File: config.mk
export PLATFORM = sky130hd
export DESIGN_NAME = serial_alu_seq
export DESIGN_NICKNAME = d
export VERILOG_FILES = /design/src/rtl/serial_alu_seq_pkg.sv /design/src/rtl/FA.sv /design/src/rtl/serial_alu_seq.sv
export SDC_FILE = /design/constraint.sdc
export NUM_CORES = 1
export LEC_CHECK = 0
export CORE_ASPECT_RATIO = 0.9
export CORE_MARGIN = 5
export CORE_UTILIZATION = 30
export DETAILED_ROUTE_END_ITERATION = 7
export DONT_BUFFER_PORTS = 1
export SYNTH_ARGS = -nofsm -noshare
export SYNTH_HDL_FRONTEND = slang
export SYNTH_SLANG_ARGS = --single-unit
export TNS_END_PERCENT = 5
File: constraint.sdc
create_clock -name clk -period 4.86 [get_ports clk]
set_input_delay 0.243 -clock clk [delete_from_list [all_inputs] [get_ports clk]]
set_output_delay 0.243 -clock clk [all_outputs]
set_load 0.1 [all_outputs]
File: src/rtl/serial_alu_seq_pkg.sv
// Shared definitions for the bit-serial add/subtract sequencer.
// State encoding and the decode that folds the unused code onto IDLE.
package serial_alu_seq_pkg;

    typedef enum logic [1:0] {
        IDLE = 2'b00,
        RUN  = 2'b01,
        DONE = 2'b10
    } state_t;

    // 2'b11 is never entered; treat it as IDLE so a corrupted register recovers.
    function automatic state_t decode_state(input logic [1:0] raw);
        case (raw)
            2'b01:   decode_state = RUN;
            2'b10:   decode_state = DONE;
            default: decode_state = IDLE;
        endcase
    endfunction

endpackage

File: src/rtl/FA.sv
// One-bit full-adder cell; the only arithmetic element in the serial ALU.
module FA (
    input  logic A,
    input  logic B,
    input  logic cin,
    output logic sum,
    output logic cout
);

    assign sum  = A ^ B ^ cin;
    assign cout = (A & B) | (cin & (A ^ B));

endmodule

File: src/rtl/serial_alu_seq.sv
// WIDTH-bit add/subtract computed LSB first, one bit per clock, through a single
// shared full-adder cell, with start/busy/done handshake and registered flags.
module serial_alu_seq
    import serial_alu_seq_pkg::*;
#(
    parameter int WIDTH = 32
) (
    input  logic             clk,
    input  logic             rst,
    input  logic             start,
    input  logic             abort,
    input  logic             sub,
    input  logic [WIDTH-1:0] a,
    input  logic [WIDTH-1:0] b,
    output logic             busy,
    output logic             done,
    output logic [WIDTH-1:0] result,
    output logic             cout,
    output logic             overflow,
    output logic             zero
);

    localparam int CNT_W = (WIDTH > 1) ? $clog2(WIDTH) : 1;
    localparam logic [CNT_W-1:0] CNT_MSB_IN = CNT_W'(WIDTH - 2);
    localparam logic [CNT_W-1:0] CNT_LAST   = CNT_W'(WIDTH - 1);

    state_t           state_reg;
    state_t           state_next;
    state_t           cur_state;

    logic [WIDTH-1:0] opa_reg;
    logic [WIDTH-1:0] opb_reg;
    logic [WIDTH-1:0] acc_reg;
    logic [WIDTH-1:0] acc_next;
    logic [CNT_W-1:0] cnt_reg;
    logic             carry_reg;
    logic             carry_msb_reg;

    logic [WIDTH-1:0] result_reg;
    logic             cout_reg;
    logic             overflow_reg;
    logic             zero_reg;

    logic             load;
    logic             step;
    logic             finish;
    logic             fa_sum;
    logic             fa_cout;

    FA u_fa (
        .A    (opa_reg[0]),
        .B    (opb_reg[0]),
        .cin  (carry_reg),
        .sum  (fa_sum),
        .cout (fa_cout)
    );

    assign cur_state = decode_state(state_reg);
    assign acc_next  = {fa_sum, acc_reg[WIDTH-1:1]};

    always_ff @(posedge clk or posedge rst) begin
        if (rst) begin
            state_reg <= IDLE;
        end else begin
            state_reg <= state_next;
        end
    end

    always_comb begin
        state_next = cur_state;
        load       = 1'b0;
        step       = 1'b0;
        finish     = 1'b0;
        case (cur_state)
            IDLE: begin
                if (start && !abort) begin
                    load       = 1'b1;
                    state_next = RUN;
                end
            end
            RUN: begin
                if (abort) begin
                    state_next = IDLE;
                end else begin
                    step = 1'b1;
                    if (cnt_reg == CNT_LAST) begin
                        finish     = 1'b1;
                        state_next = DONE;
                    end
                end
            end
            DONE:    state_next = IDLE;
            default: state_next = IDLE;
        endcase
    end

    // Subtraction is A + ~B + 1: invert B on load and seed the carry with 1.
    always_ff @(posedge clk or posedge rst) begin
        if (rst) begin
            opa_reg       <= '0;
            opb_reg       <= '0;
            acc_reg       <= '0;
            cnt_reg       <= '0;
            carry_reg     <= 1'b0;
            carry_msb_reg <= 1'b0;
        end else if (load) begin
            opa_reg   <= a;
            opb_reg   <= sub ? ~b : b;
            acc_reg   <= '0;
            cnt_reg   <= '0;
            carry_reg <= sub;
        end else if (step) begin
            opa_reg   <= opa_reg >> 1;
            opb_reg   <= opb_reg >> 1;
            acc_reg   <= acc_next;
            cnt_reg   <= cnt_reg + 1'b1;
            carry_reg <= fa_cout;
            if (cnt_reg == CNT_MSB_IN) begin
                carry_msb_reg <= fa_cout;
            end
        end
    end

    // Visible result and flags change only on a completed operation.
    always_ff @(posedge clk or posedge rst) begin
        if (rst) begin
            result_reg   <= '0;
            cout_reg     <= 1'b0;
            overflow_reg <= 1'b0;
            zero_reg     <= 1'b0;
        end else if (finish) begin
            result_reg   <= acc_next;
            cout_reg     <= fa_cout;
            overflow_reg <= carry_msb_reg ^ fa_cout;
            zero_reg     <= ~|acc_next;
        end
    end

    assign busy     = (cur_state != IDLE);
    assign done     = (cur_state == DONE);
    assign result   = result_reg;
    assign cout     = cout_reg;
    assign overflow = overflow_reg;
    assign zero     = zero_reg;

endmodule

Yosys cells after proc, flatten, opt, wreduce, memory -nomap -nowiden. Index checks and enable logic that the tools add are counted.

Flip-flop bits (word level): 140. Output and inout bits: 37. Logic and storage cells: 57. Bits of input ports: 69.

Bitwise operators: 8. Add/subtract/negate cells: 1. Muxes and demuxes: 23. Reductions and logical operators: 8. Eq/ne operators: 6.

Operators with widths (number): $mux W32 (7); $not A32 Y32 (1); $reduce_or A32 Y1 (1); $eq A5 B5 Y1 const B (2); $mux W5 (2); $mux W1 (9); $pmux W2 S2 (2); $mux W2 (3); $add A5 B1 Y5 const B (1); $eq A2 B1 Y1 const B (2); $eq A2 B2 Y1 const B (2); $reduce_bool A2 Y1 (2); $reduce_and A3 Y1 (1); $xor A1 B1 Y1 (3); $and A1 B1 Y1 (2); $logic_not A1 Y1 (2); $logic_not A2 Y1 (1); $logic_and A1 B1 Y1 (1); $not A1 Y1 (1); $or A1 B1 Y1 (1).

Logic depth before layout (Yosys ltp). Gate-level depths: netlist (run 1).

Depth in word-level cells: 6. Gate-level depth with buffers: 8. Mapped depth without buffers: 6.

Modules after synthesis. Synthesis (run 1) repeated with hierarchy kept, for this count alone.

Cell total of the unflattened synthesis: 658. Area total of the unflattened synthesis: 6337.3 um^2.

Modules (own cells, without submodules): serial_alu_seq (area each 6317.3 um^2, times used 1, cells each 657); FA (area each 20.0 um^2, times used 1, cells each 1).

Least setup slack after synthesis (run 1). OpenSTA, ideal clock, no wires.

Kind: flip-flop to flip-flop. Start: register cnt_reg[0]. End: register cout_reg, in the netlist cout. Buffers on the path: 2. Arrival: 1.649 ns. Stages on the path, launching flop included: 8. Clock period less this slack: 1.774 ns. Library setup time: 0.125 ns. Path slack: 3.086 ns. Required time: 4.735 ns. Cells stage by stage: dfrtp_1 > ha_1 > and3_1 > ha_1 > nand3b_1 > buf_6 > buf_6 > mux2_4.

Word-level cells in the longest chain between the ends: 4.

RTL lines: from (decl) (line serial_alu_seq.sv:35) `logic [CNT_W-1:0] cnt_reg;`; from (signal assigned) (line serial_alu_seq.sv:116) `cnt_reg <= cnt_reg + 1'b1;`; $eq A5 B5 Y1 (line serial_alu_seq.sv:86) `if (cnt_reg == CNT_LAST) begin`; $mux W1 (line serial_alu_seq.sv:86); $mux W1 (line serial_alu_seq.sv:82) `if (abort) begin`; $mux W1 (line serial_alu_seq.sv:74) `case (cur_state)`; to (signal assigned) (line serial_alu_seq.sv:133) `cout_reg <= fa_cout;`; to (decl) (line serial_alu_seq.sv:40) `logic cout_reg;`.

No other way between the ends. A chain may end at the register's enable or synchronous reset.

Final worst setup path (run 1).
Start: register state_reg[0]. End: register opb_reg[22].

Word-level cells in the longest chain between the ends: 5. Elaborated cells between the ends (all ways): 9.

RTL lines: from (decl) (line serial_alu_seq.sv:27) `state_t state_reg;`; from (signal assigned) (line serial_alu_seq.sv:65) `state_reg <= state_next;`; $eq A2 B2 Y1 or $eq A2 B1 Y1 (tied branches) (line serial_alu_seq_pkg.sv:13) `case (raw)`; $pmux W2 S2 * (line serial_alu_seq_pkg.sv:13); $eq A2 B1 Y1 or $logic_not A2 Y1 (tied branches) (line serial_alu_seq.sv:74); $mux W1 (line serial_alu_seq.sv:74); $reduce_bool A2 Y1 (no line) or $mux W32 (tied branches); to (signal assigned) (line serial_alu_seq.sv:108) `opb_reg <= sub ? ~b : b;`; to (signal assigned) (line serial_alu_seq.sv:114) `opb_reg <= opb_reg >> 1;`; to (decl) (line serial_alu_seq.sv:32) `logic [WIDTH-1:0] opb_reg;`.

Mark *: on every way between the ends. The rest lies on a longest branch, timed or not.

==> flow_metrics.tcl, run 1 <==
set metrics [dict create \
    outcome "completed" \
    path_clk_slew_ps 60 \
    synth_seq_area_share 0.535 \
    synthTopCellsByArea "sky130_fd_sc_hd__dfrtp_1, sky130_fd_sc_hd__nand2_1, sky130_fd_sc_hd__a31oi_1, sky130_fd_sc_hd__mux2_4, sky130_fd_sc_hd__xor2_1" \
    synth-async-reset-ratio 1.00 \
    drt_drc_violations_left 0 \
    area.sequential_sq_mm 0.00348 \
    detail_route.wl_per_cell_um 15.1 \
    tritoncts_clock_tree "built" \
    cap_violations 0 \
    p_sw_uw 1300 \
    rows 51 \
    vdd.ir_drop.worst_uv 199 \
    timing.fmax_mhz 420 \
    report.final.slew_viol_count 0 \
    dr.pass1.iters 5 \
    globalRoute.totalOverflow 0 \
    design_power_total_uw 3890 \
    reg2reg_to "opb_reg[22]$_DFFE_PP0P_" \
    n_fill_cell 2217 \
    synth_enable_flop_cells 0 \
    yosys_most_used_dff "sky130_fd_sc_hd__dfrtp_1" \
    design.final.nets 741 \
    grt_pass1_vias 4666 \
    synth_top_family_by_area "simple AND/OR/NAND/NOR gates" \
    seq_power_share 0.429 \
    synth_mux_area_frac 0.0738 \
    portBuffers 0 \
    grt_first_pass_wirelength_mm 24.6 \
    timing.final.ws_setup_ps 2480 \
    synth.most_common_cell "sky130_fd_sc_hd__nand2_1" \
    reg2reg_from "state_reg[0]$_DFF_PP0_" \
    num_io_pins 106 \
    finalSetupViolCount 0 \
    min_period_ps 2380 \
    multi_input_comb_area_sq_mm 0.00270 \
    die-height_um 150 \
    post_synth_inst_count 661 \
    ant_nets 0 \
    area_share_of_xor_xnor_cells_in_the_synthesized_design 0.0458 \
    postLayoutCellArea_sq_mm 0.00749 \
    synthDistinctLibCells 33 \
    timing.final.crit_share 0.490 \
    worst_hold_path.num_cells 3 \
    synth_adder_area_share 0.0146 \
    cp_data_required_time_ps 5200 \
    worst_slew_pin_slew_ps 1160 \
    initial_utilization 0.303 \
    dp_slack_ps 2490 \
    clk-insertion-delay-late_ps 420 \
    timing.hold.worst.class "input pin to flip-flop" \
    detail_route.iter0.violations 292 \
    internal_power_uw 2590 \
    design.die.area_sq_mm 0.0247 \
    aggregate_routed_wire_length_mm 14.6 \
    worst-r2r-cell-count 7 \
    post_route_cells_drive_above_1_share 0.130 \
    cts_root_buf "sky130_fd_sc_hd__clkbuf_16" \
    drt-vias-per-instance 4.70 \
    switching_share 0.334 \
    htree_levels 4 \
    p_comb_frac 0.234 \
    routed-via-count 4553 \
    finClkSkew_ps 9.78 \
    path_class "flip-flop to flip-flop" \
    final-hold-violation-count 0 \
    final_antenna_diode_count 0 \
    cellLeakagePower_uw 0.00340 \
    arrival_time_reported_for_the_critical_path_endpoint_ps 2720 \
    die-width_um 165 \
    cts_buffers 17 \
    yosys_register_bits 139 \
    clk_path_buf_depth 2 \
    source_of_the_worst_hold_timing_path "b[20]" \
    hold_path_end "opb_reg[20]$_DFFE_PP0P_" \
    groute.usage.overall 0.125 \
    grt_max_degree 103 \
    yosys.area.top_type "sky130_fd_sc_hd__dfrtp_1" \
    synthDominantCellAreaShare 0.535 \
    synth-warning-count 0 \
    slew-limit-headroom 0.226 \
    setup_tns_ps 0 \
    grt_setup_unrepaired "false" \
    cp_max_fo 66 \
    flow.area_growth_from_synthesis_pct 15.0 \
    placeableCoreArea_sq_mm 0.0215 \
    post_synth.cell_area_avg_sq_um 9.84 \
    synth_area_in_compound_gates 0.102 \
    share_clk_of_total_power 0.338 \
    worst_case_hold_slack_ps 17.3 \
    dp_hpwl_mm 8.84 \
    crit_end_category "flip-flop" \
    syn_area_sq_mm 0.00651 \
    synth_top_cells_by_count "sky130_fd_sc_hd__nand2_1, sky130_fd_sc_hd__dfrtp_1, sky130_fd_sc_hd__nor2_1" \
    cts.sink_count 139 \
    placedInstanceArea_sq_mm 0.00662 \
    gpl_congestion 0.730 \
    total_power_per_unit_cell_area_mw_per_mm2 520 \
    synth_simple_gate_area_frac 0.177 \
    antenna_found_initial 0 \
    worst_setup_sp_type "flip-flop" \
    setup_slack_reg_to_reg_ps 2480 \
    syn-num-nets 737 \
]
[metrics by stage]
stage          utilization  instances
6_report             0.348        969
2_1_floorplan            -        661
5_1_grt              0.348        969
3_3_place_gp         0.308        909
3_5_place_dp         0.308        909
4_1_cts              0.348        969
[critical path, stage by stage, from the launching register on]
cell and delay, ps:
sky130_fd_sc_hd__dfrtp_1 350, sky130_fd_sc_hd__inv_1 60, sky130_fd_sc_hd__ha_1 340, sky130_fd_sc_hd__nand3b_1 110
sky130_fd_sc_hd__buf_4 520, sky130_fd_sc_hd__buf_4 600, sky130_fd_sc_hd__nor2_1 110, sky130_fd_sc_hd__a31oi_1 170
[power groups by stage]
| stage | Sequential, uW | Clock, uW | Combinational (uW) |
|---|---|---|---|
| floorplan | 1630 | 0 | 786 |
| global placement | 1680 | 0 | 885 |
| detailed placement | 1680 | 0 | 909 |
| CTS | 1670 | 1350 | 928 |
| global route | 1720 | 1410 | 1060 |
| finish | 1670 | 1310 | 909 |
[cells by family after synthesis]
family	Yosys count
flops	139
compound gates	105
simple gates	289
xor+xnor	34
mux	34
buf+inv	53
fa+ha+maj	7
[cell usage in the layout (no fill, tap or decap), types with 2 or more instances in the layout]
master / n
sky130_fd_sc_hd__mux2_2: 8
sky130_fd_sc_hd__dlygate4sd3_1: 28
sky130_fd_sc_hd__clkbuf_16: 17
sky130_fd_sc_hd__mux2_4: 26
sky130_fd_sc_hd__inv_6: 9
sky130_fd_sc_hd__a21oi_1: 21
sky130_fd_sc_hd__nor2_1: 66
sky130_fd_sc_hd__nor2b_1: 2
sky130_fd_sc_hd__a31oi_1: 63
sky130_fd_sc_hd__xnor2_1: 2
sky130_fd_sc_hd__nand3b_1: 3
sky130_fd_sc_hd__nand3_1: 3
sky130_fd_sc_hd__buf_4: 4
sky130_fd_sc_hd__inv_1: 4
sky130_fd_sc_hd__xor2_1: 32
sky130_fd_sc_hd__ha_1: 6
sky130_fd_sc_hd__a21oi_2: 14
sky130_fd_sc_hd__clkinv_2: 2
sky130_fd_sc_hd__nand2_1: 197
sky130_fd_sc_hd__dfrtp_1: 139
sky130_fd_sc_hd__nor4_1: 8
sky130_fd_sc_hd__bufinv_16: 2
sky130_fd_sc_hd__nand4_1: 3
sky130_fd_sc_hd__o21ai_0: 3
[layer usage]
| metal | global-route usage | wire length [um] | vias up |
|---|---|---|---|
| met4 | 0.0312 | 149 | 0 |
| met2 | 0.196 | 6780 | 115 |
| li1 | - | - | 2217 |
| met5 | 0 | 0 | - |
| met3 | 0.0463 | 920 | 13 |
| met1 | 0.166 | 6780 | 2208 |
[repair_timing]
item	in CTS	in global routing
hold buffers	28	0
endpoints found under the setup margin	0	0
hold endpoints to repair	113	0
setup buffers	0	0
gates resized for setup	0	0
[how the worst max path moves through the flow]
| stage | start | endpoint | cells past startpoint |
|---|---|---|---|
| 3_3_place_gp | state_reg[0]$_DFF_PP0_ | opa_reg[0]$_DFFE_PP0P_ | 7 |
| 5_1_grt | state_reg[0]$_DFF_PP0_ | opb_reg[24]$_DFFE_PP0P_ | 7 |
| 3_5_place_dp | state_reg[0]$_DFF_PP0_ | opb_reg[22]$_DFFE_PP0P_ | 7 |
| 4_1_cts | state_reg[0]$_DFF_PP0_ | opb_reg[22]$_DFFE_PP0P_ | 7 |
| 2_1_floorplan | rst | acc_reg[10]$_DFFE_PP0P_ | 1 |
| 6_report | state_reg[0]$_DFF_PP0_ | opb_reg[22]$_DFFE_PP0P_ | 7 |
[layout make-up]
type,instances,share of cell area
clock buffer,18,0.0573
clock inverter,14,0.0209
inverter,5,0.00318
multi-input combinational,469,0.361
sequential,139,0.465
tap,291,0.0486
timing repair buffer,33,0.0441
No activity file was read; power rests on OpenSTA's default activity.
==> run 2, diff against run 1 <==
==> constraint.sdc (replaced) <==
create_clock -name clk -period 2.2 [get_ports clk]
set_input_delay 0.11 -clock clk [delete_from_list [all_inputs] [get_ports clk]]
set_output_delay 0.11 -clock clk [all_outputs]
set_load 0.1 [all_outputs]
==> flow_metrics.tcl, run 2 (synthesis results as in run 1) <==
set metrics [dict create \
    path_clk_slew_ps 60 \
    design.final.nets 823 \
    mostFrequentLayoutCells "sky130_fd_sc_hd__nand2_1, sky130_fd_sc_hd__dfrtp_1, sky130_fd_sc_hd__nor2_1, sky130_fd_sc_hd__dlygate4sd3_1, sky130_fd_sc_hd__a31oi_1" \
    path_class "flip-flop to flip-flop" \
    slew-limit-headroom 0.596 \
    detail_route.iter0.violations 334 \
    cts.hold.buffers_added 66 \
    worst-r2r-cell-count 5 \
    die-width_um 165 \
    gr-max-usage-layer "met2" \
    cts_root_buf "sky130_fd_sc_hd__clkbuf_16" \
    portBuffers 0 \
    drt_drc_violations_left 0 \
    timing.fmax_mhz 501 \
    critPathLaunch "state_reg[1]$_DFF_PP0_" \
    detail_route.wl_per_cell_um 14.5 \
    ant_nets 0 \
    clk-insertion-delay-late_ps 420 \
    globalRoute.totalOverflow 0 \
    met1_usage 0.172 \
    design.die.area_sq_mm 0.0247 \
    grt_first_pass_wirelength_mm 25.5 \
    groute.usage.overall 0.130 \
    cap_violations 0 \
    initial_utilization 0.303 \
    timing.hold.worst.class "input pin to flip-flop" \
    ctsResizeCount 0 \
    finClkSkew_ps 9.86 \
    tritoncts_clock_tree "built" \
    drt-vias-per-instance 4.69 \
    htree_levels 4 \
    rows 51 \
    post_route_cells_drive_above_1_share 0.176 \
    routed-via-count 4934 \
    vdd.ir_drop.worst_uv 446 \
    die-height_um 150 \
    dr.pass1.iters 4 \
    setup_tns_ps 0 \
    cts_buffers 17 \
    gpl_congestion 0.731 \
    worst_slew_pin_slew_ps 604 \
    antenna_found_initial 1 \
    worst_setup_sp_type "flip-flop" \
    flow.area_growth_from_synthesis_pct 27.4 \
    placeableCoreArea_sq_mm 0.0215 \
    cp_max_fo 32 \
    cp_data_required_time_ps 2490 \
    min_period_ps 2000 \
    arrival_time_reported_for_the_critical_path_endpoint_ps 2290 \
    leading_cell_type_in_the_layout_fill_and_taps_excluded "sky130_fd_sc_hd__nand2_1" \
    outcome "completed" \
    post_cts_buffers 0 \
    grt_max_degree 100 \
    cellLeakagePower_uw 0.00382 \
    source_of_the_worst_hold_timing_path "start" \
    area.sequential_sq_mm 0.00348 \
    grt_pass1_vias 4976 \
    timing.final.crit_share 0.907 \
    report.final.slew_viol_count 0 \
    n_fill_cell 2089 \
    reg2reg_from "state_reg[1]$_DFF_PP0_" \
    total_power_per_unit_cell_area_mw_per_mm2 1040 \
    worst_hold_path.num_cells 3 \
    final_core_util 0.385 \
    num_io_pins 106 \
    global_route_track_usage_on_met3 0.0369 \
    aggregate_routed_wire_length_mm 15.2 \
    cts.sink_count 139 \
    use_met2 0.206 \
    final-hold-violation-count 0 \
    multi_input_comb_area_sq_mm 0.00270 \
    clk_path_buf_depth 2 \
    finalSetupViolCount 0 \
    dp_hpwl_mm 9.13 \
    crit_end_category "flip-flop" \
    grt_setup_unrepaired "false" \
]
run 2: cell types whose count changed in the layout (fill, tap and decap cells not counted), sizes merged:
| cell | change |
|---|---|
| inv | -4 |
| bufinv | -1 |
| dlygate4sd3 | +37 |
| buf | +45 |
| clkbuf | -1 |
| diode | +1 |
| clkinv | +2 |
| clkinvlp | +4 |
run 2: where the power goes:
part           total [uW]  switching [uW]  internal, uW  leakage, uW
Sequential           3680             424          3260      0.00180
Combinational        2200            1300           897      0.00176
Clock                2760            1190          1570     0.000267
Total                8640            2910          5730      0.00382
run 2: layout make-up:
type,count,share of cell area
Sequential cell,139,0.420
Antenna cell,1,0.000302
Timing Repair Buffer,115,0.139
Multi-Input combinational cell,469,0.326
Clock inverter,15,0.0169
Clock buffer,17,0.0513
Inverter,5,0.00272
Tap cell,291,0.0439
run 2: worst max-delay path: stages, from the launching register on:
cell	delay [ps]
sky130_fd_sc_hd__dfrtp_1	400
sky130_fd_sc_hd__ha_1	350
sky130_fd_sc_hd__nand3b_1	440
sky130_fd_sc_hd__buf_12	350
sky130_fd_sc_hd__nor2_1	250
sky130_fd_sc_hd__a31oi_1	70
run 2: stage by stage:
| step | setup WS [ps] | area, sq um | power [uW] | std cells | hold slack (ps) |
|---|---|---|---|---|---|
| 2_1_floorplan | 355 | 6510 | 5340 | 661 | 215 |
| 3_3_place_gp | 230 | 7050 | 5770 | 953 | 87.3 |
| 3_5_place_dp | 188 | 7050 | 5820 | 953 | 85.1 |
| 4_1_cts | 178 | 8290 | 8750 | 1051 | 30.1 |
| 5_1_grt | 74.6 | 8290 | 9270 | 1052 | 63.5 |
| 6_report | 204 | 8290 | 8640 | 1052 | 58.2 |
run 2: worst paths after layout:
check	to	slack [ps]
hold / removal	state_reg[0]$_DFF_PP0_	60
max in group asynchronous	result[8]$_DFFE_PP0P_	1240
setup / recovery	opb_reg[0]$_DFFE_PP0P_	200
setup reg to reg	opb_reg[0]$_DFFE_PP0P_	200
hold reg to reg	overflow$_DFFE_PP0P_	500
min in group asynchronous	opa_reg[24]$_DFFE_PP0P_	230
run 2: routing by layer:
metal	vias up	wire, um
li1	2381	-
met1	2395	7030
met2	136	7090
met3	22	851
met4	0	242
met5	-	0
==> run 3, diff against run 2 <==
--- a/config.mk
+++ b/config.mk
@@ -5,7 +5,6 @@
 export SDC_FILE = /design/constraint.sdc
 export NUM_CORES = 1
 export LEC_CHECK = 0
-export CORE_ASPECT_RATIO = 0.9
 export CORE_MARGIN = 5
 export CORE_UTILIZATION = 30
 export DETAILED_ROUTE_END_ITERATION = 7
==> flow_metrics.tcl, run 3 (synthesis results as in run 1) <==
set metrics [dict create \
    outcome "completed" \
    cts.hold.buffers_added 68 \
    htree_levels 4 \
    postLayoutCellArea_sq_mm 0.00829 \
    globalRoute.totalOverflow 0 \
    worst_slew_pin_slew_ps 432 \
    placedInstanceArea_sq_mm 0.00704 \
    report.final.slew_viol_count 0 \
    antenna_found_initial 1 \
    grt_max_degree 69 \
    path_class "flip-flop to flip-flop" \
    timing.hold.worst.class "input pin to flip-flop" \
    critPathLaunch "cnt_reg[0]$_DFFE_PP0P_" \
    timing.fmax_mhz 523 \
    path_clk_slew_ps 60 \
    tritoncts_clock_tree "built" \
    dr.pass1.iters 4 \
    leading_cell_type_in_the_layout_fill_and_taps_excluded "sky130_fd_sc_hd__nand2_1" \
    initial_utilization 0.307 \
    crit_end_category "flip-flop" \
    finClkSkew_ps 6.09 \
    portBuffers 0 \
    cp_max_fo 37 \
    vdd.ir_drop.worst_uv 508 \
    cts_buffers 17 \
    n_fill_cell 2045 \
    grt_pass1_vias 4938 \
    gpl_congestion 0.735 \
    num_io_pins 106 \
    arrival_time_reported_for_the_critical_path_endpoint_ps 2220 \
    post_route_cells_drive_above_1_share 0.175 \
    finalSetupViolCount 0 \
    ant_nets 0 \
    min_period_ps 1910 \
    grt_setup_unrepaired "false" \
    cts.sink_count 139 \
    detail_route.wl_per_cell_um 14.6 \
    setup_tns_ps 0 \
    flow.area_growth_from_synthesis_pct 27.4 \
    cap_violations 0 \
    cts_root_buf "sky130_fd_sc_hd__clkbuf_16" \
    ctsResizeCount 0 \
    cp_data_required_time_ps 2510 \
    groute.usage.overall 0.127 \
    design.final.nets 826 \
    dp_hpwl_mm 9.01 \
    post_cts_buffers 0 \
    die-height_um 157 \
    slew-limit-headroom 0.711 \
    grt_first_pass_wirelength_mm 25.3 \
    crit_end "result[12]$_DFFE_PP0P_" \
    worst_setup_sp_type "flip-flop" \
    die-width_um 157 \
    setup_slack_reg_to_reg_ps 290 \
    reg2reg_from "cnt_reg[0]$_DFFE_PP0P_" \
    detail_route.iter0.violations 183 \
    final-hold-violation-count 0 \
    drt_drc_violations_left 0 \
    reg2reg_to "result[12]$_DFFE_PP0P_" \
    design.die.area_sq_mm 0.0247 \
    placeableCoreArea_sq_mm 0.0212 \
    routed-via-count 4876 \
    clk-insertion-delay-late_ps 420 \
    aggregate_routed_wire_length_mm 15.1 \
    rows 53 \
    worst-r2r-cell-count 6 \
    total_power_per_unit_cell_area_mw_per_mm2 1040 \
    drt-vias-per-instance 4.70 \
    timing.final.crit_share 0.869 \
    clk_path_buf_depth 2 \
    mostFrequentLayoutCells "sky130_fd_sc_hd__nand2_1, sky130_fd_sc_hd__dfrtp_1, sky130_fd_sc_hd__dlygate4sd3_1, sky130_fd_sc_hd__nor2_1, sky130_fd_sc_hd__a31oi_1" \
    cellLeakagePower_uw 0.00384 \
]
-- run 3: power by group --
part           leakage, uW  total [uW]  switching [uW]  internal (uW)
Combinational      0.00177        2200            1290            906
Sequential         0.00180        3690             424           3260
Clock             0.000270        2750            1120           1630
Total              0.00384        8630            2830           5800
-- run 3: routing by layer --
metal	vias to the layer above	wire, um	global-route usage
met5	-	0	0
met4	0	174	0.0410
met3	16	878	0.0366
met2	107	6990	0.199
met1	2373	7070	0.170
li1	2380	-	-
-- run 3: final cells by class --
| cell class | count | area, sq um | share of cell area |
|---|---|---|---|
| antenna | 1 | 2.50 | 0.000302 |
| clock buffer | 20 | 467 | 0.0563 |
| clock inverter | 10 | 93.8 | 0.0113 |
| inverter | 5 | 22.5 | 0.00272 |
| multi-input combinational | 469 | 2700 | 0.326 |
| sequential | 139 | 3480 | 0.420 |
| tap | 275 | 344 | 0.0415 |
| timing repair buffer | 118 | 1180 | 0.142 |
-- run 3: stage by stage --
step           total power (uW)  hold slack, ps   util  setup slack (ps)  std cells
2_1_floorplan              5340             215      -               355        661
5_1_grt                    9220            71.5  0.391               200       1037
3_5_place_dp               5800            15.5  0.332               288        938
3_3_place_gp               5760            18.7  0.332               315        938
6_report                   8630            68.6  0.391               289       1037
4_1_cts                    8740            46.2  0.391               281       1036
-- run 3: worst min-delay path by stage --
stage / startpoint / endpoint / slack [ps] / depth (start not counted)
after floorplan: a[31] / opa_reg[31]$_DFFE_PP0P_ / 220 / 2
after global placement: rst / opa_reg[24]$_DFFE_PP0P_ / 20 / 1
after detailed placement: rst / opa_reg[24]$_DFFE_PP0P_ / 20 / 1
after CTS: start / state_reg[0]$_DFF_PP0_ / 50 / 3
after global routing: start / state_reg[1]$_DFF_PP0_ / 70 / 3
final: sub / carry_reg$_DFFE_PP0P_ / 70 / 3
-- run 3: critical path, stage by stage (launching register included) --
cell and delay [ps]:
sky130_fd_sc_hd__dfrtp_1 410, sky130_fd_sc_hd__ha_1 220, sky130_fd_sc_hd__and3_1 180, sky130_fd_sc_hd__ha_1 200, sky130_fd_sc_hd__nand3b_1 130, sky130_fd_sc_hd__buf_12 270, sky130_fd_sc_hd__mux2_2 370
